==> src/rtl/ex_result_collector_if.sv <==
// rtl/ex_result_collector_if.sv - dispatch / EX writeback / commit bundle for the result collector
//
// Purpose: groups every non-clock signal of ex_result_collector. The master
// modport is the pipeline side (dispatch + EX stage); the slave modport is the
// collector itself.
//
// Signals:
//   alloc_req[1:0]   dispatch allocation request, lane 0 older
//   alloc_rd[2]      destination register of each allocating instruction
//   alloc_ready      room for two entries and no redirect pending
//   alloc_tag[2]     {phase, index} tag handed to each lane
//   results[2]       EX-stage writebacks (ex_result_t)
//   commit_valid[1:0], commit_rd[2], commit_data[2]  in-order retire port
//   redirect, redirect_pc  one-cycle fetch redirect after a squash
//   count            occupied entries, 0..BUF_SIZE
interface ex_result_collector_if #(
  parameter int BUF_SIZE_LOG = 4,
  parameter int XLEN         = 32
);
  typedef struct packed {
    logic                  is_valid;
    logic [BUF_SIZE_LOG:0] tag;
    logic [XLEN-1:0]       result;
    logic                  is_branch_established;
    logic [XLEN-1:0]       jumped_to;
  } ex_result_t;

  logic [1:0]            alloc_req;
  logic [4:0]            alloc_rd    [2];
  logic                  alloc_ready;
  logic [BUF_SIZE_LOG:0] alloc_tag   [2];
  ex_result_t            results     [2];
  logic [1:0]            commit_valid;
  logic [4:0]            commit_rd   [2];
  logic [XLEN-1:0]       commit_data [2];
  logic                  redirect;
  logic [XLEN-1:0]       redirect_pc;
  logic [BUF_SIZE_LOG:0] count;

  modport master (
    output alloc_req, alloc_rd, results,
    input  alloc_ready, alloc_tag, commit_valid, commit_rd, commit_data,
           redirect, redirect_pc, count
  );

  modport slave (
    input  alloc_req, alloc_rd, results,
    output alloc_ready, alloc_tag, commit_valid, commit_rd, commit_data,
           redirect, redirect_pc, count
  );
endinterface

==> src/rtl/ex_result_collector.sv <==
// rtl/ex_result_collector.sv - in-order completion buffer collecting EX results and retiring in program order
//
// Purpose: dispatch allocates tagged entries (up to two per cycle), the EX
// stage writes results back by tag (up to two per cycle, out of order), and
// completed entries retire from the head in order, up to two per cycle. An
// established branch squashes every younger entry and raises a registered
// one-cycle redirect carrying the branch target.
//
// Ports:
//   clk    rising-edge clock
//   rst_n  asynchronous active-low reset; discards all contents
//   bus    ex_result_collector_if.slave (alloc, results, commit, redirect, count)
module ex_result_collector #(
  parameter int BUF_SIZE_LOG = 4,
  parameter int XLEN         = 32
) (
  input  logic                  clk,
  input  logic                  rst_n,
  ex_result_collector_if.slave  bus
);
  localparam int BUF_SIZE = 2 ** BUF_SIZE_LOG;
  localparam int PW       = BUF_SIZE_LOG + 1;

  typedef logic [PW-1:0]           ptr_t;
  typedef logic [BUF_SIZE_LOG-1:0] idx_t;

  // Pointers carry a phase bit so full (phases differ) and empty (equal) are distinct.
  ptr_t                head;
  ptr_t                tail;
  logic [BUF_SIZE-1:0] ent_valid;
  logic [BUF_SIZE-1:0] ent_done;
  logic [BUF_SIZE-1:0] ent_phase;
  logic [4:0]          ent_rd   [BUF_SIZE];
  logic [XLEN-1:0]     ent_data [BUF_SIZE];
  logic                redirect_q;
  logic [XLEN-1:0]     redirect_pc_q;

  ptr_t       count;
  logic       alloc_ready;
  ptr_t       alloc_tag1;
  logic [1:0] alloc_fire;

  assign count       = tail - head;
  assign alloc_ready = (count <= ptr_t'(BUF_SIZE - 2)) && !redirect_q;
  // Lane 1 packs into lane 0's slot when lane 0 is idle.
  assign alloc_tag1  = bus.alloc_req[0] ? tail + ptr_t'(1) : tail;
  assign alloc_fire  = bus.alloc_req & {2{alloc_ready}};

  // Writeback decode: a result is stale unless its entry is live in the same phase.
  idx_t       wb_idx [2];
  ptr_t       wb_age [2];
  logic [1:0] hit;
  logic [1:0] brn;

  always_comb begin
    for (int i = 0; i < 2; i++) begin
      wb_idx[i] = bus.results[i].tag[BUF_SIZE_LOG-1:0];
      wb_age[i] = bus.results[i].tag - head;
      hit[i]    = bus.results[i].is_valid && ent_valid[wb_idx[i]] &&
                  (ent_phase[wb_idx[i]] == bus.results[i].tag[BUF_SIZE_LOG]);
      brn[i]    = hit[i] && bus.results[i].is_branch_established;
    end
  end

  // When both lanes squash, the older branch (smaller distance from head) wins.
  logic            squash;
  logic            win_lane;
  ptr_t            win_tag;
  ptr_t            win_age;
  logic [XLEN-1:0] win_pc;

  always_comb begin
    squash   = |brn;
    win_lane = 1'b0;
    if (brn[1] && (!brn[0] || (wb_age[1] < wb_age[0])))
      win_lane = 1'b1;
    win_tag = bus.results[win_lane].tag;
    win_age = wb_age[win_lane];
    win_pc  = bus.results[win_lane].jumped_to;
  end

  // A writeback landing on an entry squashed this cycle is dropped.
  logic [1:0] wb_keep;
  always_comb begin
    for (int i = 0; i < 2; i++)
      wb_keep[i] = hit[i] && !(squash && (wb_age[i] > win_age));
  end

  ptr_t                ent_age [BUF_SIZE];
  logic [BUF_SIZE-1:0] younger;
  always_comb begin
    younger = '0;
    for (int j = 0; j < BUF_SIZE; j++) begin
      ent_age[j] = {ent_phase[j], idx_t'(j)} - head;
      younger[j] = ent_valid[j] && (ent_age[j] > win_age);
    end
  end

  // Retire strictly from state, so a result written this cycle commits next cycle at the earliest.
  idx_t head_idx0;
  idx_t head_idx1;
  logic [1:0] cv;

  assign head_idx0 = head[BUF_SIZE_LOG-1:0];
  assign head_idx1 = head_idx0 + idx_t'(1);
  assign cv[0]     = ent_valid[head_idx0] && ent_done[head_idx0];
  assign cv[1]     = cv[0] && ent_valid[head_idx1] && ent_done[head_idx1];

  assign bus.alloc_ready    = alloc_ready;
  assign bus.alloc_tag[0]   = tail;
  assign bus.alloc_tag[1]   = alloc_tag1;
  assign bus.commit_valid   = cv;
  assign bus.commit_rd[0]   = cv[0] ? ent_rd[head_idx0]   : '0;
  assign bus.commit_rd[1]   = cv[1] ? ent_rd[head_idx1]   : '0;
  assign bus.commit_data[0] = cv[0] ? ent_data[head_idx0] : '0;
  assign bus.commit_data[1] = cv[1] ? ent_data[head_idx1] : '0;
  assign bus.redirect       = redirect_q;
  assign bus.redirect_pc    = redirect_pc_q;
  assign bus.count          = count;

  always_ff @(posedge clk or negedge rst_n) begin
    if (!rst_n) begin
      head          <= '0;
      tail          <= '0;
      ent_valid     <= '0;
      ent_done      <= '0;
      ent_phase     <= '0;
      redirect_q    <= 1'b0;
      redirect_pc_q <= '0;
    end else begin
      head <= head + ptr_t'(cv[0]) + ptr_t'(cv[1]);
      if (squash)
        tail <= win_tag + ptr_t'(1);
      else
        tail <= tail + ptr_t'(alloc_fire[0]) + ptr_t'(alloc_fire[1]);

      redirect_q    <= squash;
      redirect_pc_q <= squash ? win_pc : '0;

      if (squash) begin
        for (int j = 0; j < BUF_SIZE; j++)
          if (younger[j]) ent_valid[j] <= 1'b0;
      end
      if (cv[0]) ent_valid[head_idx0] <= 1'b0;
      if (cv[1]) ent_valid[head_idx1] <= 1'b0;

      for (int i = 0; i < 2; i++)
        if (wb_keep[i]) ent_done[wb_idx[i]] <= 1'b1;

      // Allocations in a squash cycle are discarded; dispatch is flushed by the redirect.
      if (!squash) begin
        if (alloc_fire[0]) begin
          ent_valid[tail[BUF_SIZE_LOG-1:0]] <= 1'b1;
          ent_done[tail[BUF_SIZE_LOG-1:0]]  <= 1'b0;
          ent_phase[tail[BUF_SIZE_LOG-1:0]] <= tail[BUF_SIZE_LOG];
        end
        if (alloc_fire[1]) begin
          ent_valid[alloc_tag1[BUF_SIZE_LOG-1:0]] <= 1'b1;
          ent_done[alloc_tag1[BUF_SIZE_LOG-1:0]]  <= 1'b0;
          ent_phase[alloc_tag1[BUF_SIZE_LOG-1:0]] <= alloc_tag1[BUF_SIZE_LOG];
        end
      end
    end
  end

  // Payload storage needs no reset: valid/done gate every use.
  always_ff @(posedge clk) begin
    if (!squash) begin
      if (alloc_fire[0]) ent_rd[tail[BUF_SIZE_LOG-1:0]]       <= bus.alloc_rd[0];
      if (alloc_fire[1]) ent_rd[alloc_tag1[BUF_SIZE_LOG-1:0]] <= bus.alloc_rd[1];
    end
    for (int i = 0; i < 2; i++)
      if (wb_keep[i]) ent_data[wb_idx[i]] <= bus.results[i].result;
  end

  a_wb_lane_collision: assert property (@(posedge clk) disable iff (!rst_n)
    !(bus.results[0].is_valid && bus.results[1].is_valid && (wb_idx[0] == wb_idx[1])));

endmodule

==> src/flat_wrapper.sv <==
// flat-port wrapper written by rule: the top's interface ports become plain ports
module ex_result_collector_flat 
#(
  parameter int BUF_SIZE_LOG = 4,
  parameter int XLEN         = 32
)
  (clk, rst_n, bus_alloc_req, bus_alloc_rd, bus_results, bus_alloc_ready, bus_alloc_tag, bus_commit_valid, bus_commit_rd, bus_commit_data, bus_redirect, bus_redirect_pc, bus_count);
  ex_result_collector_if #(.BUF_SIZE_LOG(BUF_SIZE_LOG), .XLEN(XLEN)) bus_i ();
  input  logic clk;
  input  logic rst_n;
  input wire logic [$bits(bus_i.alloc_req)-1:0] bus_alloc_req;
  input wire logic [$bits(bus_i.alloc_rd)-1:0] bus_alloc_rd;
  input wire logic [$bits(bus_i.results)-1:0] bus_results;
  output wire logic [$bits(bus_i.alloc_ready)-1:0] bus_alloc_ready;
  output wire logic [$bits(bus_i.alloc_tag)-1:0] bus_alloc_tag;
  output wire logic [$bits(bus_i.commit_valid)-1:0] bus_commit_valid;
  output wire logic [$bits(bus_i.commit_rd)-1:0] bus_commit_rd;
  output wire logic [$bits(bus_i.commit_data)-1:0] bus_commit_data;
  output wire logic [$bits(bus_i.redirect)-1:0] bus_redirect;
  output wire logic [$bits(bus_i.redirect_pc)-1:0] bus_redirect_pc;
  output wire logic [$bits(bus_i.count)-1:0] bus_count;
  assign bus_i.alloc_req = bus_alloc_req;
  assign bus_i.alloc_rd = {>>{bus_alloc_rd}};
  assign bus_i.results = {>>{bus_results}};
  assign bus_alloc_ready = bus_i.alloc_ready;
  assign bus_alloc_tag = {>>{bus_i.alloc_tag}};
  assign bus_commit_valid = bus_i.commit_valid;
  assign bus_commit_rd = {>>{bus_i.commit_rd}};
  assign bus_commit_data = {>>{bus_i.commit_data}};
  assign bus_redirect = bus_i.redirect;
  assign bus_redirect_pc = bus_i.redirect_pc;
  assign bus_count = bus_i.count;
  ex_result_collector #(.BUF_SIZE_LOG(BUF_SIZE_LOG), .XLEN(XLEN)) u_core (.clk(clk), .rst_n(rst_n), .bus(bus_i));
endmodule
==> config.mk <==
export PLATFORM = sky130hd
export DESIGN_NAME = ex_result_collector_flat
export DESIGN_NICKNAME = d
export VERILOG_FILES = /design/src/rtl/ex_result_collector_if.sv /design/src/rtl/ex_result_collector.sv /design/src/flat_wrapper.sv
export SDC_FILE = /design/constraint.sdc
export NUM_CORES = 2
export LEC_CHECK = 0
export CAP_MARGIN = 20
export CORE_MARGIN = 1
export CORE_UTILIZATION = 60
export DETAILED_ROUTE_END_ITERATION = 8
export GPL_TIMING_DRIVEN = 0
export PLACE_DENSITY = 0.81
export SYNTH_ARGS = -nofsm -noshare
export SYNTH_HDL_FRONTEND = slang
export SYNTH_SLANG_ARGS = --single-unit
==> constraint.sdc <==
create_clock -name clk -period 17.8 [get_ports clk]
set_input_delay 3.56 -clock clk [delete_from_list [all_inputs] [get_ports clk]]
set_output_delay 3.56 -clock clk [all_outputs]
set_load 0.1 [all_outputs]
# Word level (Yosys, flattened, before mapping)
# Memory sizes are Yosys's and may differ from the RTL's.
# Cells that the tools add are included.
# word_totals
register_bits,91
ram_bits,592
input_bits,156
output_inout_bits,125
word_cells,213
n_memories,2
# memory_table
name,depth,word_bits,rd,rd_clocked_by_memory_dff,wr,line,text
u_core.ent_data,16,32,2,0,2,ex_result_collector.sv:34,logic [XLEN-1:0] ent_data [BUF_SIZE];
u_core.ent_rd,16,5,2,0,2,ex_result_collector.sv:33,logic [4:0] ent_rd [BUF_SIZE];
# classes
add_sub_neg,26
n_lt_le_gt_ge,33
n_eq_ne,2
mux,86
n_bitwise,14
reduce_logical,43
# op_table
op,count
two-way mux 16 bit,16
two-way mux 70 bit,3
two-way mux 32 bit,3
subtractor 5 bit,19
> comparator 5 bit,18
AND 16 bit,4
NOT 16 bit,4
OR 16 bit,4
two-way mux 1 bit,41
logical AND 1 bit,37
two-way mux 5 bit,7
binary-select mux 1 bit (select 4 bit),8
bitwise mux 16 bit,2
less-than comparator 4 x 5 -> 1 bit (second input constant),6
demux 1 bit (select 4 bit),6
greater-or-equal comparator 4 x 1 -> 1 bit (second input constant),6
adder 5 x 1 -> 5 bit,4
adder 5 x 1 -> 5 bit (second input constant),2
less-or-equal comparator 5 x 4 -> 1 bit (second input constant),1
less-than comparator 5 bit,1
adder 4 x 1 -> 4 bit (second input constant),1
logical NOT 1 bit,4
AND 2 bit,1
== test 1 bit,2
4 further kinds,4

# Logic depth before layout (Yosys ltp)
# logic_depth
depth_word,27
ltp_mapped,29
ltp_nobuf,21

# Least setup slack after synthesis
# Ideal clock, no wire load.
# synth_timing
path_type,input to register
start,input port bus_results[136]
end,"memory u_core.ent_data[14][0], enable pin"
setup_time_ns,0.468
t_arrival_ns,10.857
required_ns,17.332
setup_slack_ns,6.475
stages,22
path_buffers,6
cell_sequence,buf_4 -> buf_4 -> buf_2 -> inv_1 -> ha_1 -> inv_1 -> fa_1 -> inv_1 -> ha_1 -> a21o_1 -> a21oi_1 -> a21oi_1 -> o2111ai_1 -> clkbuf_1 -> nand2_1 -> clkbuf_1 -> clkbuf_1 -> a21oi_1 -> ha_1 -> o221ai_1 -> nand3_1 -> o21ai_0
# synth_rtl
element,line,text
from (decl),flat_wrapper.sv:13,input wire logic [$bits(bus_i.results)-1:0] bus_results;
to (decl),ex_result_collector.sv:34,

==> results.cfg <==
[run_status]
outcome = complete, no violations

[clock_tree]
cts_hold_buf = 0
post_cts_resized = 0
clkTransAtPathRegs_ps = 60
cts_buffer_depth = 3
clk_latency_ps = 650
cts_tree = built
cts_setup_buffers = 0
cts.sinks = 683
cts_root_buf = clkbuf_16
cts-buffers-inserted = 75
cts_max_level = 3

[timing]
fin_ws_ps = 5850
final_max_slew_viol_count = 0
min_period_over_period_pct = 67.2
period_needed_ps = 11950
fin_tns_setup_ps = 0
fmax_ghz = 0.0836
tightest_slew_ps = 1250
finClkSkew_ps = 51.7
relSlewSlack_pct = 16.7
hold_viol = 0
whs_ps = 499
setup_viol = 0
rsz0062_at_grt = no

[routing]
routed_wl_microns = 156000
drt-wirelength-per-cell_microns = 35.9
drtIter0Drc = 5534
drt-pass1-iter-count = 6
vias = 32423
via_per_inst = 7.45
ant_nets = 0
drc = 0

[setup_path]
critPathMaxStageDelay_ps = 700
path_delay_family = buffers and inverters
critPathKind = in -> reg
critPathRequiredTime_ps = 18130
arrival_ps = 12290
critPathBufInv = 12
cp_max_fo = 19
crit_path_start_kind = input port
cp_slowest_cell = nor4_4
endpoint_kind = register

[place]
post-place-cells = 4195
gp_congestion = 0.998
dpl.hpwl_microns = 110000
port_buffers = 276
place_ws_ps = 5580
place_area_sq_mm = 0.0480

[synth]
yosys_most_used_dff = edfxtp_1
synthTopCellsByArea = edfxtp_1, mux4_2, mux2_2
synthArstFlopShare_pct = 13.3
synth_most_common_cell = edfxtp_1
post_synth.cell_area_avg_sq_um = 14.7
syn_area_sq_mm = 0.0431
ys_top_cells_by_count = edfxtp_1, mux2_2, mux4_2, nand2_1, clkbuf_1
yosysTopAreaCellShare_pct = 41.3
synth_fp_nets = 3148
synth_edf_count = 592
synth_top_area_cell = edfxtp_1
synth_cell_type_count = 75
synthCells = 2927
ys_warn_count = 0
ys_seq_area_share_pct = 46.6
ys_seq_elements = 683

[layout]
final_util_pct = 71.8
drive_above_1_share_pct = 36.4
n_fill_cell = 4443
syn_to_final_growth_pct = 17.6
stdcell_count = 4352
stdcell_area_sq_mm = 0.0506
final_nets = 3568

[global_routing]
grt_pass1_wl_microns = 221000
track_usage_pct = 42.4
grt_pass1_vias = 32032
antenna_found_initial = 8
grt-ovfl-total = 0
grt_max_degree = 49

[job]
cap_violations = 0

[power]
power_switching_mw = 3.88
combPwrFrac_pct = 58.3
p_leak_nw = 17.2
pwr-share-seq_pct = 23.1
pwr_density_cell_mw_per_mm2 = 171
p_total_mw = 8.64
clockPowerShare_pct = 18.5
vdd_drop_max_mv = 0.124
p_sw_share_pct = 44.9
p_int_mw = 4.76

[floorplan]
rows = 97
ios = 281
die_height_microns = 270
dieArea_sq_mm = 0.0728
dieWidth_microns = 270
start_util_pct = 61.1
core_area_sq_mm = 0.0705

[min_path]
min_path_type = reg -> reg
per-layer routing:
layer / wire length (microns) / share of wire (%) / track usage (%)
met5: 101 / 0.065 / 0
met1: 53600 / 34 / 55.7
met4: 9710 / 6.2 / 22.7
met3: 23900 / 15 / 14.4
met2: 68900 / 44 / 62.5
power groups by stage:
stage / clock network [mW] / logic (mW) / registers [mW]
final: 1.60 / 5.04 / 2.00
after floorplan: 0 / 3.19 / 2.06
after detailed placement: 0 / 4.83 / 2.02
after global routing: 1.64 / 5.17 / 2.00
after global placement: 0 / 4.64 / 2.02
after CTS: 1.59 / 4.86 / 1.99
sequential cells by signal, summed over array words and instances (netlist names):
name / cells
u_core.ent_rd: 80
u_core.ent_valid: 16
u_core.bus.redirect: 1
u_core.head: 5
u_core.ent_phase: 16
u_core.tail: 5
u_core.ent_done: 16
u_core.bus.redirect_pc: 32
u_core.ent_data: 512
path summary, 6_finish.rpt:
kind | start | endpoint | slack (ps) | cells after the start
hold reg to reg | u_core.ent_done[12] | u_core.ent_done[12] | 500 | 1
max in group asynchronous | rst_n | u_core.ent_done[0] | 14160 | 2
min in group asynchronous | rst_n | u_core.tail[2] | 2920 | 1
setup / recovery | bus_results[136] | u_core.ent_data[0][16] | 5850 | 28
setup reg to reg | u_core.head[2] | u_core.ent_data[0][16] | 7490 | 23
hold / removal | u_core.ent_done[12] | u_core.ent_done[12] | 500 | 1
layout make-up:
class,instances,area [sq um],share of cell area (%)
plain buffers,272,1120,2.21
repair buffers,343,3830,7.57
flip-flops and latches,683,20100,39.6
multi-input cells,1914,21800,43.0
diodes,3,7.51,0.0148
clock buffers,96,1990,3.93
well taps,940,1180,2.32
clock inverters,43,464,0.917
inverters,58,218,0.430
kinds of logic (layout without fill, tap and decap cells):
| logic type | count (synthesis) | in the layout | synth area share [%] |
|---|---|---|---|
| AND/OR/NAND/NOR | 489 | 489 | 5.61 |
| buffers and inverters | 330 | 812 | 3.10 |
| adder cells (fa/ha/maj) | 74 | 74 | 2.19 |
| flip-flops | 683 | 683 | 46.6 |
| XOR/XNOR | 79 | 79 | 1.61 |
| AO/OA/AOI/OAI | 261 | 261 | 4.11 |
| multiplexers | 1011 | 1011 | 36.8 |
| other | 0 | 3 | 0 |
layout by cell type (no fill, tap or decap), types with 24 or more instances in the layout:
master,n
clkbuf_16,76
mux2_4,29
xnor2_1,60
a21oi_1,88
a31oi_1,32
dfrtp_1,91
clkbuf_1,200
edfxtp_1,592
mux2_2,548
clkdlybuf4s50_1,275
mux2i_1,24
buf_1,37
nor2b_1,52
mux4_2,390
ha_1,60
nand2_1,202
nor2_1,77
buf_8,30
inv_1,52
buf_2,45
and2_1,49
No activity file was read; power rests on OpenSTA's default activity.
